`config.mk`:
```
export PLATFORM = sky130hd
export DESIGN_NAME = rand_stream_client_flat
export DESIGN_NICKNAME = d
export VERILOG_FILES = /design/src/rtl/rand_stream_client_pkg.sv /design/src/rtl/rand_stream_client_if.sv /design/src/rtl/rand_stream_fifo.sv /design/src/rtl/rand_stream_client.sv /design/src/flat_wrapper.sv
export SDC_FILE = /design/constraint.sdc
export NUM_CORES = 1
export LEC_CHECK = 0
export CORE_MARGIN = 4
export CORE_UTILIZATION = 37
export CTS_BUF_LIST = sky130_fd_sc_hd__clkbuf_4
export CTS_CLUSTER_DIAMETER = 80
export DETAILED_ROUTE_END_ITERATION = 8
export PLACE_DENSITY_LB_ADDON = 0.08
export SLEW_MARGIN = 15
export SYNTH_ARGS = -nofsm -noshare
export SYNTH_HDL_FRONTEND = slang
export SYNTH_HIERARCHICAL = 1
export SYNTH_SLANG_ARGS = --single-unit
```
`constraint.sdc`:
```
create_clock -name CLK -period 3.4 [get_ports CLK]
set_input_delay 0.68 -clock CLK [delete_from_list [all_inputs] [get_ports CLK]]
set_output_delay 0.68 -clock CLK [all_outputs]
set_load 0.005 [all_outputs]
```
`src/rtl/rand_stream_client_pkg.sv`:
```
// Shared definitions for the random-stream client: FSM states and word width.
package rand_stream_client_pkg;

    localparam int unsigned RAND_W = 32;

    typedef enum logic [1:0] {
        IDLE  = 2'd0,
        FETCH = 2'd1,
        DRAIN = 2'd2
    } state_e;

endpackage

```
`src/rtl/rand_stream_client_if.sv`:
```
// Source request/response and downstream valid/ready stream of the random-stream client.
interface rand_stream_client_if;
    import rand_stream_client_pkg::*;

    logic              REQ_WRITE;
    logic              REQ_WRITE_VALID;
    logic [RAND_W-1:0] RESP_READ;
    logic              RESP_READ_VALID;
    logic              SRC_DONE;
    logic [RAND_W-1:0] OUT_DATA;
    logic              OUT_VALID;
    logic              OUT_READY;

    modport master (
        output REQ_WRITE, REQ_WRITE_VALID, OUT_DATA, OUT_VALID,
        input  RESP_READ, RESP_READ_VALID, SRC_DONE, OUT_READY
    );

    modport slave (
        input  REQ_WRITE, REQ_WRITE_VALID, OUT_DATA, OUT_VALID,
        output RESP_READ, RESP_READ_VALID, SRC_DONE, OUT_READY
    );

endinterface

```
`src/rtl/rand_stream_fifo.sv`:
```
// Circular DEPTH-entry synchronous FIFO; push and pop may coincide, including when full.
module rand_stream_fifo #(
    parameter int unsigned DEPTH = 4,
    parameter int unsigned W     = 32
) (
    input  logic                     clk_i,
    input  logic                     rst_i,
    input  logic                     push_i,
    input  logic [W-1:0]             push_data_i,
    input  logic                     pop_i,
    output logic [W-1:0]             head_o,
    output logic                     full_o,
    output logic                     empty_o,
    output logic [$clog2(DEPTH):0]   count_o
);

    localparam int unsigned AW = $clog2(DEPTH);

    logic [W-1:0] mem_q [DEPTH];
    logic [AW:0]  wr_q, wr_d;
    logic [AW:0]  rd_q, rd_d;
    logic         wr_en, rd_en;

    // Extra pointer bit distinguishes full from empty when the indices match.
    assign empty_o = (wr_q == rd_q);
    assign full_o  = (wr_q[AW] != rd_q[AW]) && (wr_q[AW-1:0] == rd_q[AW-1:0]);
    assign count_o = wr_q - rd_q;
    assign head_o  = empty_o ? '0 : mem_q[rd_q[AW-1:0]];

    assign wr_en = push_i && (!full_o || pop_i);
    assign rd_en = pop_i && !empty_o;

    always_comb begin
        wr_d = wr_q;
        rd_d = rd_q;
        if (wr_en) wr_d = wr_q + 1'b1;
        if (rd_en) rd_d = rd_q + 1'b1;
    end

    always_ff @(posedge clk_i) begin
        if (rst_i) begin
            wr_q <= '0;
            rd_q <= '0;
        end else begin
            wr_q <= wr_d;
            rd_q <= rd_d;
        end
    end

    always_ff @(posedge clk_i) begin
        if (wr_en) mem_q[wr_q[AW-1:0]] <= push_data_i;
    end

endmodule

```
`src/rtl/rand_stream_client.sv`:
```
// Burst fetcher: pulls COUNT masked words from a random source into a FIFO and streams them out.
module rand_stream_client
    import rand_stream_client_pkg::*;
#(
    parameter int unsigned DEPTH = 4,
    parameter int unsigned CNT_W = 16
) (
    input  logic                 CLK,
    input  logic                 RESET,
    input  logic                 START,
    input  logic [CNT_W-1:0]     COUNT,
    input  logic [RAND_W-1:0]    MASK,
    rand_stream_client_if.master bus,
    output logic                 BUSY,
    output logic                 FINISHED,
    output logic                 ERR
);

    localparam int unsigned CW = $clog2(DEPTH) + 1;

    state_e             state_q, state_d;
    logic [CNT_W-1:0]   rem_q, rem_d;
    logic [RAND_W-1:0]  mask_q, mask_d;
    logic               busy_q, busy_d;
    logic               fin_q, fin_d;
    logic               err_q, err_d;

    logic [RAND_W-1:0]  fifo_head;
    logic               fifo_full, fifo_empty;
    logic [CW-1:0]      fifo_cnt;
    logic               pop, issue, push;

    assign pop   = !fifo_empty && bus.OUT_READY;
    assign issue = (state_q == FETCH) && bus.SRC_DONE && (rem_q != '0) && (!fifo_full || pop);
    assign push  = issue && bus.RESP_READ_VALID;

    rand_stream_fifo #(
        .DEPTH (DEPTH),
        .W     (RAND_W)
    ) u_fifo (
        .clk_i       (CLK),
        .rst_i       (RESET),
        .push_i      (push),
        .push_data_i (bus.RESP_READ & mask_q),
        .pop_i       (pop),
        .head_o      (fifo_head),
        .full_o      (fifo_full),
        .empty_o     (fifo_empty),
        .count_o     (fifo_cnt)
    );

    always_comb begin
        state_d = state_q;
        rem_d   = rem_q;
        mask_d  = mask_q;
        fin_d   = 1'b0;
        err_d   = err_q | (issue & ~bus.RESP_READ_VALID);
        case (state_q)
            IDLE: begin
                if (START) begin
                    rem_d   = COUNT;
                    mask_d  = MASK;
                    state_d = (COUNT == '0) ? DRAIN : FETCH;
                end
            end
            FETCH: begin
                if (push) begin
                    rem_d = rem_q - 1'b1;
                    if (rem_q == CNT_W'(1)) state_d = DRAIN;
                end
            end
            DRAIN: begin
                // Leave as the last buffered word is popped, not a cycle later.
                if (fifo_empty || (fifo_cnt == CW'(1) && pop)) begin
                    state_d = IDLE;
                    fin_d   = 1'b1;
                end
            end
            default: state_d = IDLE;
        endcase
        busy_d = (state_d != IDLE);
    end

    always_ff @(posedge CLK) begin
        if (RESET) begin
            state_q <= IDLE;
            rem_q   <= '0;
            mask_q  <= '0;
            busy_q  <= 1'b0;
            fin_q   <= 1'b0;
            err_q   <= 1'b0;
        end else begin
            state_q <= state_d;
            rem_q   <= rem_d;
            mask_q  <= mask_d;
            busy_q  <= busy_d;
            fin_q   <= fin_d;
            err_q   <= err_d;
        end
    end

    assign bus.REQ_WRITE       = issue;
    assign bus.REQ_WRITE_VALID = issue;
    assign bus.OUT_DATA        = fifo_head;
    assign bus.OUT_VALID       = !fifo_empty;
    assign BUSY                = busy_q;
    assign FINISHED            = fin_q;
    assign ERR                 = err_q;

endmodule

```
`src/flat_wrapper.sv`:
```
// flat-port wrapper written by rule: the top's interface ports become plain ports
module rand_stream_client_flat import rand_stream_client_pkg::*;
#(
    parameter int unsigned DEPTH = 4,
    parameter int unsigned CNT_W = 16
)
  (CLK, RESET, START, COUNT, MASK, BUSY, FINISHED, ERR, bus_REQ_WRITE, bus_REQ_WRITE_VALID, bus_OUT_DATA, bus_OUT_VALID, bus_RESP_READ, bus_RESP_READ_VALID, bus_SRC_DONE, bus_OUT_READY);
  rand_stream_client_if bus_i ();
  input  logic CLK;
  input  logic RESET;
  input  logic START;
  input  logic [CNT_W-1:0] COUNT;
  input  logic [RAND_W-1:0] MASK;
  output logic BUSY;
  output logic FINISHED;
  output logic ERR;
  output wire logic [$bits(bus_i.REQ_WRITE)-1:0] bus_REQ_WRITE;
  output wire logic [$bits(bus_i.REQ_WRITE_VALID)-1:0] bus_REQ_WRITE_VALID;
  output wire logic [$bits(bus_i.OUT_DATA)-1:0] bus_OUT_DATA;
  output wire logic [$bits(bus_i.OUT_VALID)-1:0] bus_OUT_VALID;
  input wire logic [$bits(bus_i.RESP_READ)-1:0] bus_RESP_READ;
  input wire logic [$bits(bus_i.RESP_READ_VALID)-1:0] bus_RESP_READ_VALID;
  input wire logic [$bits(bus_i.SRC_DONE)-1:0] bus_SRC_DONE;
  input wire logic [$bits(bus_i.OUT_READY)-1:0] bus_OUT_READY;
  assign bus_REQ_WRITE = bus_i.REQ_WRITE;
  assign bus_REQ_WRITE_VALID = bus_i.REQ_WRITE_VALID;
  assign bus_OUT_DATA = bus_i.OUT_DATA;
  assign bus_OUT_VALID = bus_i.OUT_VALID;
  assign bus_i.RESP_READ = bus_RESP_READ;
  assign bus_i.RESP_READ_VALID = bus_RESP_READ_VALID;
  assign bus_i.SRC_DONE = bus_SRC_DONE;
  assign bus_i.OUT_READY = bus_OUT_READY;
  rand_stream_client #(.DEPTH(DEPTH), .CNT_W(CNT_W)) u_core (.CLK(CLK), .RESET(RESET), .START(START), .COUNT(COUNT), .MASK(MASK), .bus(bus_i), .BUSY(BUSY), .FINISHED(FINISHED), .ERR(ERR));
endmodule
```
==> metrics.md, run 1 <==
| Metric | Value |
|---|---|
| Outcome | finished clean |
| Clock slew at the register clock pins of the worst setup and hold paths | 0.16 ns |
| Number of vias in the routed layout | about 5200 |
| Die Wd | 155.5 um |
| Hold/Removal Path Class | reg -> reg |
| Cts bufs inserted | 17 |
| Maximum root-to-sink buffer count | 2 |
| Critical setup path kind | reg -> out |
| Post-route fraction of the period consumed by the critical path | 93.98% |
| Floorplan Core Area | approximately 21000 sq um |
| Clock tree sinks | 189 |
| Flop2flop setup slack | 0.46 ns |
| Total negative setup slack | 0 ns |
| Number of port buffers | between 100 and 150 |
| Number of flops mapped to enable cells by yosys | around 130 |
| Max frequency | 313.0 MHz |
| Post-Synthesis Net Count | 711 |
| Maximum clock skew at final layout | roughly 0.030 ns |
| Wire length of the first global-routing pass | ~29000 um |
| Actual transition at the worst max-transition pin | 1.113 ns |
| Sequential area share after synthesis | 62.93% |
| Most frequent cells in the layout | sky130_fd_sc_hd__edfxtp_1 (128), sky130_fd_sc_hd__clkdlybuf4s50_1 (120), sky130_fd_sc_hd__nand2_1 (92) |
| Total power density per cell area | between 400 and 500 nW/um^2 |
| Source of the worst register-to-register timing path | u_core/u_fifo/wr_q[0] |
| Number of cells produced by synthesis | between 600 and 700 |
| Cells on Worst Hold Path | 2 |
| Ordered cell list for the critical path | inv_1 > ha_1 > and2_1 > nand2_1 > buf_12 > and2_1 > clkdlybuf4s50_1 |
| Wirelength per Cell | roughly 17 um |
| Post-layout power | 4.440 mW |
| Iter 0 DRT Violations | between 200 and 250 |
| Number of global-route vias before repair | 5322 |
| Synthesized area | a little over 8000 sq um |
| Die boundary height | 155.5 um |
| Terminus of the critical flop-to-flop path | u_core/u_fifo/mem_q[0][25] |
| Floorplan die area | 24180 sq um |
| Post-synthesis async set-or-reset flop share | 0% |
| Clk_lat worst skew | roughly 0.57 ns |
| Static leakage power | 3.478 nW |
| ANT nets after route | 0 |
| Final Routed Wirelength | 17860 um |
| Routability congestion estimate from global placement | 0.8175 |
| Cell with the biggest individual delay on the critical path | sky130_fd_sc_hd__clkdlybuf4s50_1 |
| RSZ-0062 raised after global routing | no |
| Data required, critical path | 2.72 ns |
| Length in cells of the worst reg-to-reg path | 12 |
| H-tree depth reported by CTS | 4 |
| Length of the first detailed-routing pass in iterations | 4 |
| Crit-path max cell delay | 0.50 ns |
| Prevailing post-synth register cell | sky130_fd_sc_hd__edfxtp_1 |
| Area added between synthesis and finish | 23.78% |
| HPWL after DPL | 12070 um |
| Number of warnings reported in the yosys synthesis log | 6 |
| End point of the worst hold path | u_core/mask_q[27] |
| Worst ir drop on vdd | ~0.18 mV |
| Top-Level Pins | between 100 and 150 |
| CTS tree | built |
| Number of distinct library cell variants in the gate-level netlist after synthesis | 64 |
| Cell with the most instances on the worst path | sky130_fd_sc_hd__and2_1 |
| Maximum net fanout on the critical path | 33 |
| Number of antenna violations at the first check in global routing | 1 |
| Number of DRC violations after detailed routing | 0 |
| Kind of start point of the critical path | register |
| Synthesized area per cell | approximately 13 sq um |
| Most frequent standard cell in the layout excluding fill and tap cells | sky130_fd_sc_hd__edfxtp_1 |
| Final-report setup violation count | 0 |
| Hold Crit Start | u_core/mask_q[27] |
| Worst endpoint data arrival time | 2.52 ns |
| Row cnt | 53 |
| Fraction of final layout cells sized beyond drive strength 1 | 13.94% |
| Filler Cell Count | 1933 |
| Net count reported at finish | between 800 and 900 |
| Yosys reg bits | 189 |
| All-Layer GR Usage | 15.16% |
| Non-filler instance count after layout | 1029 |
| Element type at the critical path end | output port |
| Max-Slew Margin vs Limit | between 20 and 30% |
| Max-capacitance violation count | 0 |
| DP Cell Count | between 900 and 1000 |
| Cell chosen for the clock root | sky130_fd_sc_hd__clkbuf_4 |
| Total grt overflow | 0 |
| Starting Density | 37.93% |
| Crit path time final | 3.195 ns |
| Via density | approximately 5 |
| Pin count of the biggest net entering global routing | 38 |
| Worst hold margin | 0.4597 ns |
| Post-CTS Hold Fix Bufs | 0 |
| Final slew viol count | 0 |
| Endpoints failing hold | 0 |
## critical path: cells and delay by family (launching register included)
kind | cells | cell delay (ns)
simple gates | 3 | 0.45
buf+inv | 3 | 0.80
fa+ha+maj | 1 | 0.33
flops | 1 | 0.39
## worst max-delay path by stage
stage / cells after the start / slack, ns / endpoint / startpoint
3_5_place_dp: 8 / 0.23 / u_core/u_fifo/mem_q[0][28] / bus_OUT_READY
6_report: 7 / 0.20 / bus_OUT_DATA[9] / u_core/u_fifo/wr_q[0]
3_3_place_gp: 8 / 0.25 / u_core/u_fifo/mem_q[0][27] / bus_OUT_READY
5_1_grt: 9 / 0.004 / bus_REQ_WRITE_VALID / u_core/u_fifo/wr_q[0]
2_1_floorplan: 12 / 0.06 / u_core/u_fifo/mem_q[0][0] / u_core/u_fifo/wr_q[0]
4_1_cts: 7 / 0.06 / bus_OUT_DATA[4] / u_core/u_fifo/wr_q[0]
## routing by layer
metal,up-vias,global-route usage [%],wire length (um)
met5,-,0,0
met4,0,3.752,152
met3,11,4.033,855
met2,125,24.47,8645
met1,2508,20.51,8203
li1,2513,-,-
## per-stage QoR
| stage | setup WS (ns) | area [sq um] | utilization, % |
|---|---|---|---|
| 2_1_floorplan | 0.06261 | 8053 | - |
| 3_5_place_dp | 0.2321 | 9656 | 45.50 |
| 4_1_cts | 0.06104 | 9952 | 46.90 |
| 5_1_grt | 0.003581 | 9963 | 46.95 |
| 3_3_place_gp | 0.2548 | 9656 | 45.50 |
| 6_report | 0.2048 | 9963 | 46.95 |
## where the power goes
group | total [mW] | switching, mW | leakage [nW] | internal [mW]
Sequential | 2.55 | 0.0478 | 1.77 | 2.51
Combinational | 0.689 | 0.349 | 1.56 | 0.341
Clock | 1.20 | 0.805 | 0.148 | 0.392
## flip-flops by register name, summed over array words and instances (netlist names), named ones only
register,flops
u_core/u_fifo/wr_q,3
u_core/FINISHED,1
u_core/mask_q,32
u_core/u_fifo/rd_q,3
u_core/state_q,2
u_core/BUSY,1
u_core/u_fifo/mem_q,128
u_core/ERR,1
u_core/rem_q,16
## cells in the mapped netlist, types with 3 or more instances
cell,number,area (sq um)
sky130_fd_sc_hd__edfxtp_1,128,3844
sky130_fd_sc_hd__nand2_1,92,345.3
sky130_fd_sc_hd__and2_1,69,431.7
sky130_fd_sc_hd__dfxtp_1,61,1221
sky130_fd_sc_hd__a21oi_1,53,265.3
sky130_fd_sc_hd__mux4_2,32,720.7
sky130_fd_sc_hd__clkbuf_1,24,90.09
sky130_fd_sc_hd__nor2_1,16,60.06
sky130_fd_sc_hd__inv_1,14,52.55
sky130_fd_sc_hd__ha_1,10,125.1
sky130_fd_sc_hd__o21ai_0,10,50.05
sky130_fd_sc_hd__nor2b_1,8,50.05
sky130_fd_sc_hd__nor3_1,8,40.04
sky130_fd_sc_hd__nor4_1,8,50.05
sky130_fd_sc_hd__buf_2,5,25.02
sky130_fd_sc_hd__o31ai_1,4,30.03
sky130_fd_sc_hd__a211o_1,3,26.28
sky130_fd_sc_hd__a31oi_1,3,18.77
sky130_fd_sc_hd__nand2b_1,3,18.77
sky130_fd_sc_hd__nand3_1,3,15.01
sky130_fd_sc_hd__nand4_1,3,18.77
sky130_fd_sc_hd__o31a_1,3,26.28
sky130_fd_sc_hd__o32ai_1,3,26.28
## kinds of logic after synthesis
| group | Yosys count | share of synthesized area [%] |
|---|---|---|
| compound gates | 102 | 8.224 |
| xor+xnor | 4 | 0.5286 |
| fa+ha+maj | 11 | 1.803 |
| buf+inv | 48 | 2.518 |
| flops | 189 | 62.93 |
| mux | 37 | 9.731 |
| simple gates | 223 | 14.27 |
## cell type report
type / count / area [sq um] / area share, %
Sequential cell: 189 / 5069 / 50.87
Multi-Input combinational cell: 377 / 2796 / 28.07
Tap cell: 275 / 344.1 / 3.453
Timing Repair Buffer: 141 / 1409 / 14.14
Clock inverter: 15 / 162.7 / 1.633
Clock buffer: 17 / 127.6 / 1.281
Inverter: 14 / 52.55 / 0.5274
Antenna cell: 1 / 2.502 / 0.02512
## repair_timing
action,in CTS,in global routing
resized for setup,5,2
cloned,0,0
endpoints found under the setup margin,34,31
pin swaps,0,0
setup buffers,0,0
No activity file was read; power rests on OpenSTA's default activity.
==> run 2, diff against run 1 <==
--- a/config.mk
+++ b/config.mk
@@ -5,6 +5,7 @@
 export SDC_FILE = /design/constraint.sdc
 export NUM_CORES = 1
 export LEC_CHECK = 0
+export CAP_MARGIN = 10
 export CORE_MARGIN = 4
 export CORE_UTILIZATION = 37
 export CTS_BUF_LIST = sky130_fd_sc_hd__clkbuf_4
==> results of run 2 <==
No change in the layout: final DEF, timing and power equal those of run 1.
==> run 3, diff against run 2 <==
--- a/config.mk
+++ b/config.mk
@@ -7,11 +7,11 @@
 export LEC_CHECK = 0
 export CAP_MARGIN = 10
 export CORE_MARGIN = 4
-export CORE_UTILIZATION = 37
-export CTS_BUF_LIST = sky130_fd_sc_hd__clkbuf_4
+export CORE_UTILIZATION = 49
 export CTS_CLUSTER_DIAMETER = 80
 export DETAILED_ROUTE_END_ITERATION = 8
 export PLACE_DENSITY_LB_ADDON = 0.08
+export REMOVE_ABC_BUFFERS = 1
 export SLEW_MARGIN = 15
 export SYNTH_ARGS = -nofsm -noshare
 export SYNTH_HDL_FRONTEND = slang
==> run 3 against run 2 <==
  * Maximum frequency fell by 0.92%
  * Largest cell class unchanged
  * Clock power rose by 48%
  * Design area increased by 1.6%
  * Die area is 23% lower
  * Via count rose by 1.2%
  * Sequential power is essentially flat
  * Final cell count decreased by 5.9%
  * Worst setup slack worse by 0.030 ns
  * Global-route usage grew 3.3 points
  * Combinational power fell by 2%
==> metrics.md, run 3 (synthesized netlist as in run 1, its figures left out) <==
| Metric | Value |
|---|---|
| Flop2flop setup slack | 0.45 ns (about the same) |
| RSZ-0062 raised after global routing | no |
| Maximum clock skew at final layout | 0.01323 ns (-0.01714 ns) |
| Net count reported at finish | 836 (-0.12%) |
| Cell chosen for the clock root | sky130_fd_sc_hd__clkbuf_16 |
| Pin count of the biggest net entering global routing | 35 (-7.9%) |
| Kind of start point of the critical path | register |
| Start point of the critical path | u_core/u_fifo/wr_q[0] |
| Element type at the critical path end | output port |
| Row cnt | 46 (-13%) |
| Max frequency | 310.1 MHz (-0.92%) |
| Critical setup path kind | reg -> out |
| Worst hold margin | 0.4488 ns (-0.01086 ns) |
| Endpoints failing hold | 0 (unchanged) |
| Number of flip-flops in the largest register | 128 (unchanged) |
| Cell with the biggest individual delay on the critical path | sky130_fd_sc_hd__clkdlybuf4s50_1 |
| Iter 0 DRT Violations | 271 (+35%) |
| Ordered cell list for the critical path | inv_1 > ha_1 > and2_1 > nand2_1 > buf_4 > and2_1 > clkdlybuf4s50_1 |
| Ant. Diodes | 0 (-1) |
| Data required, critical path | 2.72 ns (about the same) |
| Via density | 5.394 (+7.6%) |
| Max-Slew Margin vs Limit | 27.98% (+2.2 points) |
| Cts bufs inserted | 17 (unchanged) |
| ANT nets after route | 0 (unchanged) |
| Static leakage power | 3.581 nW (+3.0%) |
| Critical path endpoint | bus_OUT_DATA[20] |
| DP Cell Count | 935 (-6.1%) |
| Most frequent cells in the layout | sky130_fd_sc_hd__edfxtp_1 (128), sky130_fd_sc_hd__clkdlybuf4s50_1 (122), sky130_fd_sc_hd__nand2_1 (92) |
| Most frequent standard cell in the layout excluding fill and tap cells | sky130_fd_sc_hd__edfxtp_1 |
| Max-capacitance violation count | 0 (unchanged) |
| All-Layer GR Usage | 18.50% (+3.3 points) |
| Number of vias in the routed layout | 5221 (+1.2%) |
| Clock slew at the register clock pins of the worst setup and hold paths | 0.06 ns (-0.10 ns) |
| Final-report setup violation count | 0 (unchanged) |
| Worst ir drop on vdd | 0.3973 mV (+120%) |
| Post-layout power | 5.003 mW (+13%) |
| Wirelength per Cell | 17.48 um (+0.71%) |
| Area added between synthesis and finish | 25.71% |
| Number of DRC violations after detailed routing | 0 (unchanged) |
| Clk_lat worst skew | 0.42 ns (-0.15 ns) |
| Clock tree sinks | 189 (unchanged) |
| Total grt overflow | 0 (unchanged) |
| HPWL after DPL | 11360 um (-5.9%) |
| Hold/Removal Path Class | reg -> reg |
| CTS tree | built |
| Hold Crit Start | u_core/mask_q[24] |
| Number of port buffers | 123 (unchanged) |
| Wire length of the first global-routing pass | 26450 um (-7.5%) |
| Top-Level Pins | 124 (unchanged) |
| Post-route fraction of the period consumed by the critical path | 94.85% (+0.87 points) |
| H-tree depth reported by CTS | 4 (unchanged) |
| Die boundary height | 136.2 um (-12%) |
| Crit path time final | 3.225 ns (+0.02968 ns) |
| Routability congestion estimate from global placement | 0.8408 (+2.9%) |
| Floorplan die area | 18540 sq um (-23%) |
| Non-filler instance count after layout | 968 (-5.9%) |
| Total power density per cell area | 494.5 nW/um^2 (+11%) |
| Floorplan Core Area | 16000 sq um (-25%) |
| Starting Density | 50.30% (+12 points) |
| Maximum root-to-sink buffer count | 2 (unchanged) |
| Cell with the most instances on the worst path | sky130_fd_sc_hd__and2_1 |
| Die Wd | 136.2 um (-12%) |
| Actual transition at the worst max-transition pin | 1.080 ns (-0.03287 ns) |
| Number of antenna violations at the first check in global routing | 0 (-1) |
| Source of the worst register-to-register timing path | u_core/u_fifo/wr_q[0] |
| Worst endpoint data arrival time | 2.54 ns (+0.02 ns) |
| Terminus of the critical flop-to-flop path | u_core/u_fifo/mem_q[2][5] |
| Number of global-route vias before repair | 5177 (-2.7%) |
| Length of the first detailed-routing pass in iterations | 7 (+3) |
| Length in cells of the worst reg-to-reg path | 13 (+1) |
| Maximum net fanout on the critical path | 33 (unchanged) |
| Crit-path max cell delay | 0.50 ns (about the same) |
| Total negative setup slack | 0 ns (unchanged) |
| Outcome | finished clean |
| Fraction of final layout cells sized beyond drive strength 1 | 13.43% (-0.51 points) |
| Final Routed Wirelength | 16920 um (-5.3%) |
| Final slew viol count | 0 (unchanged) |
-- run 3: power by group --
group          leakage [nW]  internal, mW  switching, mW
combinational          1.55         0.337          0.338
sequential             1.77          2.51         0.0496
clock                 0.265         0.973          0.798
total                  3.58          3.82           1.19
-- run 3: worst min-delay path by stage --
stage,endpoint,slack [ns],cells after the start
2_1_floorplan,u_core/mask_q[0],0.43,2
3_3_place_gp,u_core/mask_q[30],0.44,2
3_5_place_dp,u_core/mask_q[26],0.44,2
4_1_cts,u_core/mask_q[26],0.45,2
5_1_grt,u_core/mask_q[26],0.47,2
6_report,u_core/mask_q[24],0.45,2
-- run 3: final cells by class --
| cell class | instances | area (sq um) |
|---|---|---|
| fillers | 1257 | 5882 |
| flip-flops and latches | 189 | 5067 |
| multi-input cells | 377 | 2796 |
| repair buffers | 140 | 1404 |
| clock buffers | 22 | 464.2 |
| well taps | 216 | 270.3 |
| clock inverters | 10 | 63.81 |
| inverters | 14 | 52.55 |
-- run 3: per-stage QoR --
step	util (%)	setup slack (ns)	instance area (sq um)
after floorplan	-	-0.4173	7899
after global placement	59.87	0.4973	9579
after detailed placement	59.87	0.4239	9579
after CTS	63.17	0.05463	10110
after global routing	63.24	0.01885	10120
final	63.24	0.1751	10120
-- run 3: routing by layer --
layer  vias to the layer above  GRT usage [%]  part of all wire [%]  wire (um)
met4                         0          6.271                   1.3        226
met1                      2548          24.39                    44       7487
met5                         -              0                     0          0
met3                        12          3.331                   4.7        796
met2                       148          31.10                    50       8407
li1                       2513              -                     -          -
-- run 3: critical path, delay by kind of cell, from the launching register on --
kind / cells / cell delay, ns
adder cells (fa/ha/maj): 1 / 0.34
buffers and inverters: 3 / 0.94
AND/OR/NAND/NOR: 3 / 0.46
flip-flops: 1 / 0.38
-- run 3: timing repair --
| item | in CTS | in global routing |
|---|---|---|
| resized for setup | 0 | 1 |
| setup buffers | 0 | 1 |
| hold buffers | 0 | 0 |
| setup endpoints to repair | 0 | 2 |
